`src/rtl/membank_stream_port.sv`:
```
// membank_stream_port: DMA-style streaming engine driving one memory-bank RAM port.
//   Read jobs fetch consecutive words into a 2-entry FIFO feeding m_*; write jobs
//   take s_* words and write them one cycle later to consecutive addresses.
// Latency: first read word on m_valid 2 cycles after the first ram_rd; write lands
//   the cycle after its s_valid/s_ready handshake. Full rate (1 word/cycle) both ways.
// Backpressure: m_ready low throttles ram_rd so buffered + in-flight never exceeds
//   the FIFO; s_ready is high only in WR_RUN while words remain and no abort is seen.
// Ports: HCLK/HRESETn clock and async active-low reset; cfg_* job control;
//   busy/done/done_err status; ram_* bank port; m_* output stream; s_* input stream.
module membank_stream_port #(
  parameter int RAM_ADDR_W = 10,
  parameter int RAM_DATA_W = 32,
  parameter int BYTE_W     = RAM_DATA_W / 8
) (
  input  logic                  HCLK,
  input  logic                  HRESETn,
  input  logic                  cfg_start,
  input  logic                  cfg_wr,
  input  logic [RAM_ADDR_W-1:0] cfg_addr,
  input  logic [RAM_ADDR_W:0]   cfg_len,
  input  logic                  cfg_abort,
  output logic                  busy,
  output logic                  done,
  output logic                  done_err,
  output logic                  ram_rd,
  output logic                  ram_wr,
  output logic [BYTE_W-1:0]     ram_wmask,
  output logic [RAM_ADDR_W-1:0] ram_addr,
  output logic [RAM_DATA_W-1:0] ram_wdata,
  input  logic [RAM_DATA_W-1:0] ram_rdata,
  output logic                  m_valid,
  output logic [RAM_DATA_W-1:0] m_data,
  output logic                  m_last,
  input  logic                  m_ready,
  input  logic                  s_valid,
  input  logic [RAM_DATA_W-1:0] s_data,
  output logic                  s_ready
);

  typedef enum logic [2:0] {
    S_IDLE, S_RD_RUN, S_RD_DRAIN, S_WR_RUN, S_DONE
  } state_t;

  localparam logic [RAM_ADDR_W-1:0] ONE_A = 1;
  localparam logic [RAM_ADDR_W:0]   ONE_L = 1;

  state_t                  state_q, state_d;
  logic [RAM_ADDR_W-1:0]   ptr_q, ptr_d;
  logic [RAM_ADDR_W:0]     rem_q, rem_d;
  logic                    err_q, err_d;
  logic                    inflight_q, inflight_d;
  logic                    infl_last_q, infl_last_d;
  logic                    wr_pend_q, wr_pend_d;
  logic [RAM_ADDR_W-1:0]   wr_addr_q, wr_addr_d;
  logic [RAM_DATA_W-1:0]   wr_dat_q, wr_dat_d;

  // 2-entry read FIFO; the last-word tag travels with each entry
  logic [RAM_DATA_W-1:0]   fifo_dat_q [2];
  logic                    fifo_last_q [2];
  logic                    fifo_rd_q, fifo_wr_q;
  logic [1:0]              fifo_cnt_q;

  logic       active, abort, pop, push, issue, s_hs, flush;
  logic [2:0] occ, lim;

  assign active = (state_q != S_IDLE) && (state_q != S_DONE);
  assign abort  = cfg_abort && active;

  assign m_valid = (fifo_cnt_q != 2'd0);
  assign m_data  = fifo_dat_q[fifo_rd_q];
  assign m_last  = fifo_last_q[fifo_rd_q];
  assign pop     = m_valid && m_ready;
  assign push    = inflight_q;

  // Issue only if the word will have a FIFO slot when it returns next cycle
  assign occ   = {1'b0, fifo_cnt_q} + {2'b00, inflight_q};
  assign lim   = 3'd2 + {2'b00, pop};
  assign issue = (state_q == S_RD_RUN) && !cfg_abort && (occ < lim);

  assign s_ready = (state_q == S_WR_RUN) && (rem_q != '0) && !cfg_abort;
  assign s_hs    = s_valid && s_ready;

  assign busy      = (state_q != S_IDLE);
  assign done      = (state_q == S_DONE);
  assign done_err  = err_q;
  assign ram_rd    = issue;
  assign ram_wr    = wr_pend_q;
  assign ram_wmask = {BYTE_W{wr_pend_q}};
  assign ram_addr  = wr_pend_q ? wr_addr_q : (issue ? ptr_q : '0);
  assign ram_wdata = wr_pend_q ? wr_dat_q : '0;

  always_comb begin
    state_d     = state_q;
    ptr_d       = ptr_q;
    rem_d       = rem_q;
    err_d       = err_q;
    wr_pend_d   = 1'b0;
    wr_addr_d   = wr_addr_q;
    wr_dat_d    = wr_dat_q;
    flush       = 1'b0;
    inflight_d  = issue;
    infl_last_d = issue && (rem_q == ONE_L);
    case (state_q)
      S_IDLE: begin
        if (cfg_start) begin
          ptr_d = cfg_addr;
          rem_d = cfg_len;
          err_d = 1'b0;
          if (cfg_len == '0) begin
            state_d = S_DONE;
            err_d   = 1'b1;
          end else if (cfg_wr) begin
            state_d = S_WR_RUN;
          end else begin
            state_d = S_RD_RUN;
          end
        end
      end
      S_RD_RUN: begin
        if (issue) begin
          ptr_d = ptr_q + ONE_A;
          rem_d = rem_q - ONE_L;
          if (rem_q == ONE_L) state_d = S_RD_DRAIN;
        end
      end
      S_RD_DRAIN: begin
        // Leave as soon as the final word is being popped
        if (!inflight_q && ((fifo_cnt_q == 2'd0) || ((fifo_cnt_q == 2'd1) && pop)))
          state_d = S_DONE;
      end
      S_WR_RUN: begin
        if (s_hs) begin
          wr_pend_d = 1'b1;
          wr_addr_d = ptr_q;
          wr_dat_d  = s_data;
          ptr_d     = ptr_q + ONE_A;
          rem_d     = rem_q - ONE_L;
        end
        // Final write is on the port this cycle
        if (wr_pend_q && (rem_q == '0)) state_d = S_DONE;
      end
      S_DONE:  state_d = S_IDLE;
      default: state_d = S_IDLE;
    endcase
    if (abort) begin
      state_d    = S_DONE;
      err_d      = 1'b1;
      wr_pend_d  = 1'b0;
      inflight_d = 1'b0;
      flush      = 1'b1;
    end
  end

  always_ff @(posedge HCLK or negedge HRESETn) begin
    if (!HRESETn) begin
      state_q     <= S_IDLE;
      ptr_q       <= '0;
      rem_q       <= '0;
      err_q       <= 1'b0;
      inflight_q  <= 1'b0;
      infl_last_q <= 1'b0;
      wr_pend_q   <= 1'b0;
      wr_addr_q   <= '0;
      wr_dat_q    <= '0;
    end else begin
      state_q     <= state_d;
      ptr_q       <= ptr_d;
      rem_q       <= rem_d;
      err_q       <= err_d;
      inflight_q  <= inflight_d;
      infl_last_q <= infl_last_d;
      wr_pend_q   <= wr_pend_d;
      wr_addr_q   <= wr_addr_d;
      wr_dat_q    <= wr_dat_d;
    end
  end

  always_ff @(posedge HCLK or negedge HRESETn) begin
    if (!HRESETn) begin
      fifo_dat_q[0]  <= '0;
      fifo_dat_q[1]  <= '0;
      fifo_last_q[0] <= 1'b0;
      fifo_last_q[1] <= 1'b0;
      fifo_rd_q      <= 1'b0;
      fifo_wr_q      <= 1'b0;
      fifo_cnt_q     <= 2'd0;
    end else if (flush) begin
      fifo_rd_q  <= 1'b0;
      fifo_wr_q  <= 1'b0;
      fifo_cnt_q <= 2'd0;
    end else begin
      if (push) begin
        fifo_dat_q[fifo_wr_q]  <= ram_rdata;
        fifo_last_q[fifo_wr_q] <= infl_last_q;
        fifo_wr_q              <= ~fifo_wr_q;
      end
      if (pop) fifo_rd_q <= ~fifo_rd_q;
      case ({push, pop})
        2'b10:   fifo_cnt_q <= fifo_cnt_q + 2'd1;
        2'b01:   fifo_cnt_q <= fifo_cnt_q - 2'd1;
        default: fifo_cnt_q <= fifo_cnt_q;
      endcase
    end
  end

endmodule

```
`config.mk`:
```
export PLATFORM = sky130hd
export DESIGN_NAME = membank_stream_port
export DESIGN_NICKNAME = d
export VERILOG_FILES = /design/src/rtl/membank_stream_port.sv
export SDC_FILE = /design/constraint.sdc
export NUM_CORES = 1
export LEC_CHECK = 0
export CELL_PAD_IN_SITES_DETAIL_PLACEMENT = 2
export CELL_PAD_IN_SITES_GLOBAL_PLACEMENT = 2
export CORE_ASPECT_RATIO = 0.7
export CORE_UTILIZATION = 34
export DETAILED_ROUTE_END_ITERATION = 6
export PLACE_DENSITY = 0.86
export SETUP_SLACK_MARGIN = 0.2
export SLEW_MARGIN = 20
export SYNTH_ARGS = -nofsm -noshare
export SYNTH_HDL_FRONTEND = slang
export SYNTH_SLANG_ARGS = --single-unit
```
`constraint.sdc`:
```
create_clock -name HCLK -period 6.7 [get_ports HCLK]
set_input_delay 2.01 -clock HCLK [delete_from_list [all_inputs] [get_ports HCLK]]
set_output_delay 2.01 -clock HCLK [all_outputs]
set_load 0.005 [all_outputs]
```
==> results of run 1 <==
-- how the worst max path moves through the flow --
stage,start,end,slack (ns),cells after the start
finish,m_ready,ram_addr[2],0.52,8
global route,m_ready,ram_addr[2],0.34,8
CTS,m_ready,ram_addr[2],0.50,8
floorplan,m_ready,ram_addr[6],1.55,7
detailed placement,m_ready,ram_addr[0],0.48,8
global placement,m_ready,ram_addr[4],0.66,8
-- metal layers --
metal  track usage (%)  wire (um)  up-vias
li1                  -          -     2401
met1              26.3       9150     2737
met2              38.5      11100      133
met3              6.10       1190       22
met4              6.42        314        0
met5                 0          0        -
-- sequential cells by signal, indices dropped and copies added, names as in the netlist --
name         cells
rem_q           11
wr_addr_q       10
ptr_q           10
wr_dat_q        32
state_q          3
inflight_q       1
infl_last_q      1
fifo_dat_q      64
fifo_rd_q        1
fifo_last_q      2
done_err         1
ram_wr           1
fifo_cnt_q       2
fifo_wr_q        1
-- metrics by stage --
| step | util [%] | total power, uW | area, um2 | hold WS, ns | cells |
|---|---|---|---|---|---|
| after global routing | 47.8 | 4360 | 9460 | 0.523 | 1028 |
| after detailed placement | 44.7 | 3140 | 8850 | 0.490 | 995 |
| after CTS | 47.7 | 4150 | 9440 | 0.505 | 1027 |
| after floorplan | - | 2410 | 6870 | 0.471 | 585 |
| final | 47.8 | 4110 | 9460 | 0.503 | 1028 |
| after global placement | 44.7 | 2980 | 8840 | 0.479 | 995 |
-- cell usage after synthesis (2+ instances only) --
library cell,n,area (um2)
mux2_2,142,1600
inv_1,10,37.5
a211o_1,2,17.5
nor2_1,32,120
a211oi_1,5,37.5
nand2_1,29,109
dfrtp_1,140,3500
xnor2_1,3,26.3
o21ai_0,24,120
o31a_1,2,17.5
o21a_1,4,30.0
buf_4,5,37.5
clkbuf_1,22,82.6
o22ai_1,2,12.5
a21oi_1,9,45.0
buf_1,3,11.3
nand2b_1,2,12.5
and3_1,3,18.8
nor4_1,6,37.5
and2_1,33,206
a31oi_1,6,37.5
buf_2,13,65.1
or3_1,3,18.8
nand4_1,4,25.0
mux2i_1,3,30.0
ha_1,8,100
nor2b_1,3,18.8
nor3b_1,2,15.0
a2bb2oi_1,11,96.3
nand3_1,9,45.0
o22a_1,5,43.8
nor3_1,23,115
-- cell families (layout without fill, tap and decap cells) --
| family | after synthesis | in the layout |
|---|---|---|
| simple gates | 157 | 157 |
| mux | 145 | 145 |
| flops | 140 | 140 |
| compound gates | 77 | 77 |
| buf+inv | 54 | 227 |
| fa+ha+maj | 8 | 8 |
| xor+xnor | 4 | 4 |
-- final cells by class --
| cell class | instances | area, um2 | share of cell area [%] |
|---|---|---|---|
| repair buffers | 185 | 1840 | 19.4 |
| flip-flops and latches | 140 | 3500 | 37.0 |
| clock buffers | 19 | 443 | 4.68 |
| multi-input cells | 391 | 3140 | 33.2 |
| clock inverters | 13 | 154 | 1.63 |
| well taps | 270 | 338 | 3.57 |
| inverters | 10 | 37.5 | 0.397 |
-- power by group --
| part | internal, uW | total [uW] | switching (uW) | leakage (uW) |
|---|---|---|---|---|
| logic | 919 | 1610 | 696 | 0.00198 |
| clock network | 568 | 965 | 397 | 0.000286 |
| registers | 1220 | 1530 | 307 | 0.00175 |
==> impl_metrics.py, run 1 <==
metrics = {
    "die": {
        "rows": 43,
        "die_area_mm2": 0.0208,
        "die_h_um": 121,
        "start_util_pct": 34.7,
        "die_w_um": 172,
        "coreArea_mm2": 0.0198,
        "io-pin-count": 178,
    },
    "setup_path": {
        "max_stage_delay_ns": 0.54,
        "cp_max_fo": 12,
        "crit_type": "input pin to primary output",
        "slowest_stage": "clkdlybuf4s50_1",
        "required_ns": 4.69,
        "worst-path-buf-inv": 3,
        "setup.worst_path.end_class": "primary output",
        "start_kind": "input pin",
        "cp.arrival_ns": 4.17,
        "reg2reg_from": "fifo_cnt_q[0]",
        "regToRegSetupSlack_ns": 3.67,
        "crit_family": "buffers and inverters",
        "cpMostUsedCell": "clkdlybuf4s50_1",
        "worstRegToRegCells": 8,
        "crit_path_cell_trace": "clkdlybuf4s50_1, nand2b_1, o21a_1, nor3b_1, buf_4, nand2_1, o21ai_0, clkdlybuf4s50_1",
        "r2r_end": "ptr_q[5]",
    },
    "clock_network": {
        "post_cts_buffers": 0,
        "htreeDepth": 4,
        "clkTransAtPathRegs_ns": 0.06,
        "clock_latency_ns": 0.42,
        "ctsResizeCount": 0,
        "numCtsBuffers": 17,
        "cts_hold_buf": 0,
        "tritoncts": "built",
        "cts.sinks": 140,
        "clockBufferDepth": 2,
        "cts_root_buffer": "clkbuf_16",
    },
    "worst_hold_path": {
        "min_to": "wr_dat_q[5]",
        "hold_path.class": "flop to flop",
        "min_from": "wr_dat_q[5]",
        "hold_depth": 1,
    },
    "placed_design": {
        "dp_hpwl_um": 15000,
        "gp_congestion": 0.850,
        "portBuffers": 177,
        "pre_cts_ws_ns": 0.479,
    },
    "detailed_routing": {
        "antenna_left": 0,
        "vias_per_cell": 5.15,
        "first_pass_iters": 4,
        "dr_total_vias": 5293,
        "drc": 0,
        "wl_per_cell_um": 21.2,
        "drt_iter0_markers": 204,
        "routed_wl_um": 21800,
    },
    "synth": {
        "synthArstFlopShare_pct": 100,
        "synth_compound_area_share_pct": 7.84,
        "synth_mux_area_share_pct": 23.7,
        "ys.flop_type": "dfrtp_1",
        "synth_adder_area_share_pct": 1.46,
        "synth_area_per_cell_um2": 11.7,
        "yosysWarnings": 0,
        "synth.distinct_cells": 49,
        "netlist_area_mm2": 0.00687,
        "synthSimpleGateAreaFrac_pct": 11.9,
        "synth-seq-area-share_pct": 51.0,
        "yosys_register_bits": 140,
        "synth-xor-area-share_pct": 0.510,
        "syn_nets": 685,
        "synth_top_family_by_area": "multiplexers",
        "syn_inst": 585,
        "synth_edf_count": 0,
    },
    "timing": {
        "rsz0062_at_grt": "false",
        "slew_viol_final": 0,
        "timing.final.crit_share_pct": 92.3,
        "fin_crit_ns": 6.18,
        "final-setup-viol-count": 0,
        "max_freq_mhz": 162,
        "hold_viol_final": 0,
        "slew_headroom_pct": 28.9,
        "worstMarginPinSlew_ns": 1.06,
        "final.setup.tns_ns": 0,
        "finClkSkew_ns": 0.0147,
        "fin_ws_ns": 0.517,
    },
    "global_routing": {
        "grt_max_degree": 82,
        "grt_pass1_vias": 6169,
        "grt_pass1_wl_um": 34500,
        "overflow": 0,
        "grt_usage_pct": 22.0,
        "antenna_found_initial": 0,
    },
    "job": {
        "maxCapViolations": 0,
    },
    "finish": {
        "antenna_cells": 0,
        "area_delta_synth_final_pct": 37.7,
        "final_nets": 845,
        "nFillCells": 2031,
        "layout_commonest_cell": "clkdlybuf4s50_1",
        "layout-drive-gt1-share_pct": 25.2,
        "final_cell_mix": "176 x clkdlybuf4s50_1, 142 x mux2_2, 140 x dfrtp_1, 33 x and2_1, 32 x nor2_1",
    },
    "pwr": {
        "cellLeakagePower_uw": 0.00402,
        "vdd_drop_max_uv": 122,
        "powerDensity_mw_per_mm2": 435,
    },
    "status": {
        "status": "completed",
    },
}
No activity file was read; power rests on OpenSTA's default activity.
==> inputs of run 2 (changes only) <==
--- a/config.mk
+++ b/config.mk
@@ -5,6 +5,7 @@
 export SDC_FILE = /design/constraint.sdc
 export NUM_CORES = 1
 export LEC_CHECK = 0
+export ABC_CLOCK_PERIOD_IN_PS = 6700
 export CELL_PAD_IN_SITES_DETAIL_PLACEMENT = 2
 export CELL_PAD_IN_SITES_GLOBAL_PLACEMENT = 2
 export CORE_ASPECT_RATIO = 0.7
==> results of run 2 <==
Same layout as run 1: the final DEF is identical, and so are final timing and power.
==> inputs of run 3 (changes only) <==
--- a/config.mk
+++ b/config.mk
@@ -5,13 +5,13 @@
 export SDC_FILE = /design/constraint.sdc
 export NUM_CORES = 1
 export LEC_CHECK = 0
-export ABC_CLOCK_PERIOD_IN_PS = 6700
+export ABC_AREA = 0
 export CELL_PAD_IN_SITES_DETAIL_PLACEMENT = 2
 export CELL_PAD_IN_SITES_GLOBAL_PLACEMENT = 2
 export CORE_ASPECT_RATIO = 0.7
 export CORE_UTILIZATION = 34
 export DETAILED_ROUTE_END_ITERATION = 6
-export PLACE_DENSITY = 0.86
+export PLACE_DENSITY = 0.87
 export SETUP_SLACK_MARGIN = 0.2
 export SLEW_MARGIN = 20
 export SYNTH_ARGS = -nofsm -noshare
==> impl_metrics.py, run 3 (synthesized netlist as in run 1, its figures left out) <==
metrics = {
    "setup_path": {
        "start_kind": "input pin",
        "cpMostUsedCell": "clkdlybuf4s50_1",
        "crit_type": "input pin to primary output",
        "reg2reg_from": "state_q[0]",
        "crit_path_cell_trace": "clkdlybuf4s50_1, nand2b_1, o21a_1, nor3b_1, buf_4, nand2_1, o21ai_0, clkdlybuf4s50_1",
        "slowest_stage": "clkdlybuf4s50_1",
        "cp.arrival_ns": 4.18,
        "crit_start": "m_ready",
        "max_stage_delay_ns": 0.54,
        "setup.worst_path.end_class": "primary output",
        "cp_max_fo": 12,
        "required_ns": 4.69,
    },
    "clock_network": {
        "clockBufferDepth": 2,
        "numCtsBuffers": 17,
        "clkTransAtPathRegs_ns": 0.06,
        "post_cts_buffers": 0,
        "clock_latency_ns": 0.41,
        "htreeDepth": 4,
        "tritoncts": "built",
        "ctsResizeCount": 0,
        "cts_hold_buf": 0,
        "cts_root_buffer": "clkbuf_16",
        "cts.sinks": 140,
    },
    "finish": {
        "antenna_cells": 0,
        "final_nets": 845,
        "final_cell_mix": "176 x clkdlybuf4s50_1, 142 x mux2_2, 140 x dfrtp_1, 33 x and2_1, 32 x nor2_1",
        "layout-drive-gt1-share_pct": 25.1,
        "layout.cells.non_filler": 1027,
        "final_cell_area_mm2": 0.00944,
        "top_register": "fifo_dat_q",
        "largest_reg_flops": 64,
        "layout_commonest_cell": "clkdlybuf4s50_1",
        "reg.largest.list": "fifo_dat_q: 64 flops, wr_dat_q: 32 flops, rem_q: 11 flops",
        "utilization_pct": 47.7,
        "area_delta_synth_final_pct": 37.5,
    },
    "timing": {
        "slew_viol_final": 0,
        "worstMarginPinSlew_ns": 1.08,
        "finClkSkew_ns": 0.0100,
        "hold_viol_final": 0,
        "final-setup-viol-count": 0,
        "slew_headroom_pct": 27.8,
        "max_freq_mhz": 161,
        "timing.final.crit_share_pct": 92.4,
        "rsz0062_at_grt": "false",
        "final.setup.tns_ns": 0,
        "fin_ws_ns": 0.506,
        "fin_crit_ns": 6.19,
    },
    "detailed_routing": {
        "drc": 0,
        "drt_iter0_markers": 156,
        "vias_per_cell": 5.13,
        "antenna_left": 0,
        "routed_wl_um": 21300,
        "dr_total_vias": 5265,
        "first_pass_iters": 4,
        "wl_per_cell_um": 20.7,
    },
    "placed_design": {
        "dp_hpwl_um": 14900,
        "gp_congestion": 0.829,
        "place_area_mm2": 0.00885,
        "pre_cts_ws_ns": 0.484,
        "placed_cells": 995,
        "portBuffers": 177,
    },
    "global_routing": {
        "grt_pass1_vias": 6046,
        "overflow": 0,
        "grt_usage_pct": 21.3,
        "grt_pass1_wl_um": 33400,
        "antenna_found_initial": 0,
        "grt_max_degree": 88,
    },
    "worst_hold_path": {
        "min_from": "fifo_dat_q[6]",
        "hold_path.class": "flop to flop",
    },
    "die": {
        "die_w_um": 172,
        "rows": 43,
        "die_h_um": 121,
        "io-pin-count": 178,
        "start_util_pct": 34.7,
        "die_area_mm2": 0.0208,
        "coreArea_mm2": 0.0198,
    },
    "pwr": {
        "powerDensity_mw_per_mm2": 431,
        "vdd_drop_max_uv": 132,
        "cellLeakagePower_uw": 0.00401,
    },
    "status": {
        "status": "completed",
    },
    "job": {
        "maxCapViolations": 0,
    },
}
[run 3: changes by cell type in the layout (fill, tap and decap cells not counted), sizes merged]
cell,change
inv,-5
clkinvlp,+2
clkinv,+3
clkbuf,-1
[run 3: worst paths after layout]
kind,endpoint,slack [ns],cells past startpoint
worst min register to register,fifo_dat_q[6],0.50,1
min in group asynchronous,wr_dat_q[6],1.64,1
worst max register to register,ptr_q[7],3.48,6
max in group asynchronous,wr_dat_q[27],3.79,2
worst min-delay path,fifo_dat_q[6],0.50,1
worst max-delay path,ram_addr[1],0.51,8
[run 3: critical path: cells and delay by family]
kind / cells / cell delay, ns
AOI/OAI and AO/OA: 2 / 0.47
and+or+nand+nor: 3 / 0.45
buffers and inverters: 3 / 1.25
[run 3: metal layers]
metal	track usage [%]	up-vias	share of wire (%)
met5	0	-	0
met4	5.75	0	1.1
met3	6.29	20	5.9
met2	36.5	138	50
met1	25.9	2710	43
li1	-	2397	-
[run 3: area by class of cell]
type	count	area, um2
clock buffer	18	439
clock inverter	13	144
tap	270	338
timing repair buffer	185	1840
sequential	140	3500
inverter	10	37.5
multi-input combinational	391	3140
fill	1974	10400
[run 3: report_power, final]
group	total [uW]	internal [uW]	switching (uW)
sequential	1550	1220	325
combinational	1590	920	668
clock	935	558	377
total	4070	2700	1370
[run 3: stage by stage]
stage                     total power, uW  hold WS [ns]
after floorplan                      2410         0.471
after global placement               2990         0.479
after detailed placement             3140         0.486
after CTS                            4120         0.507
after global routing                 4330         0.516
final                                4070         0.504
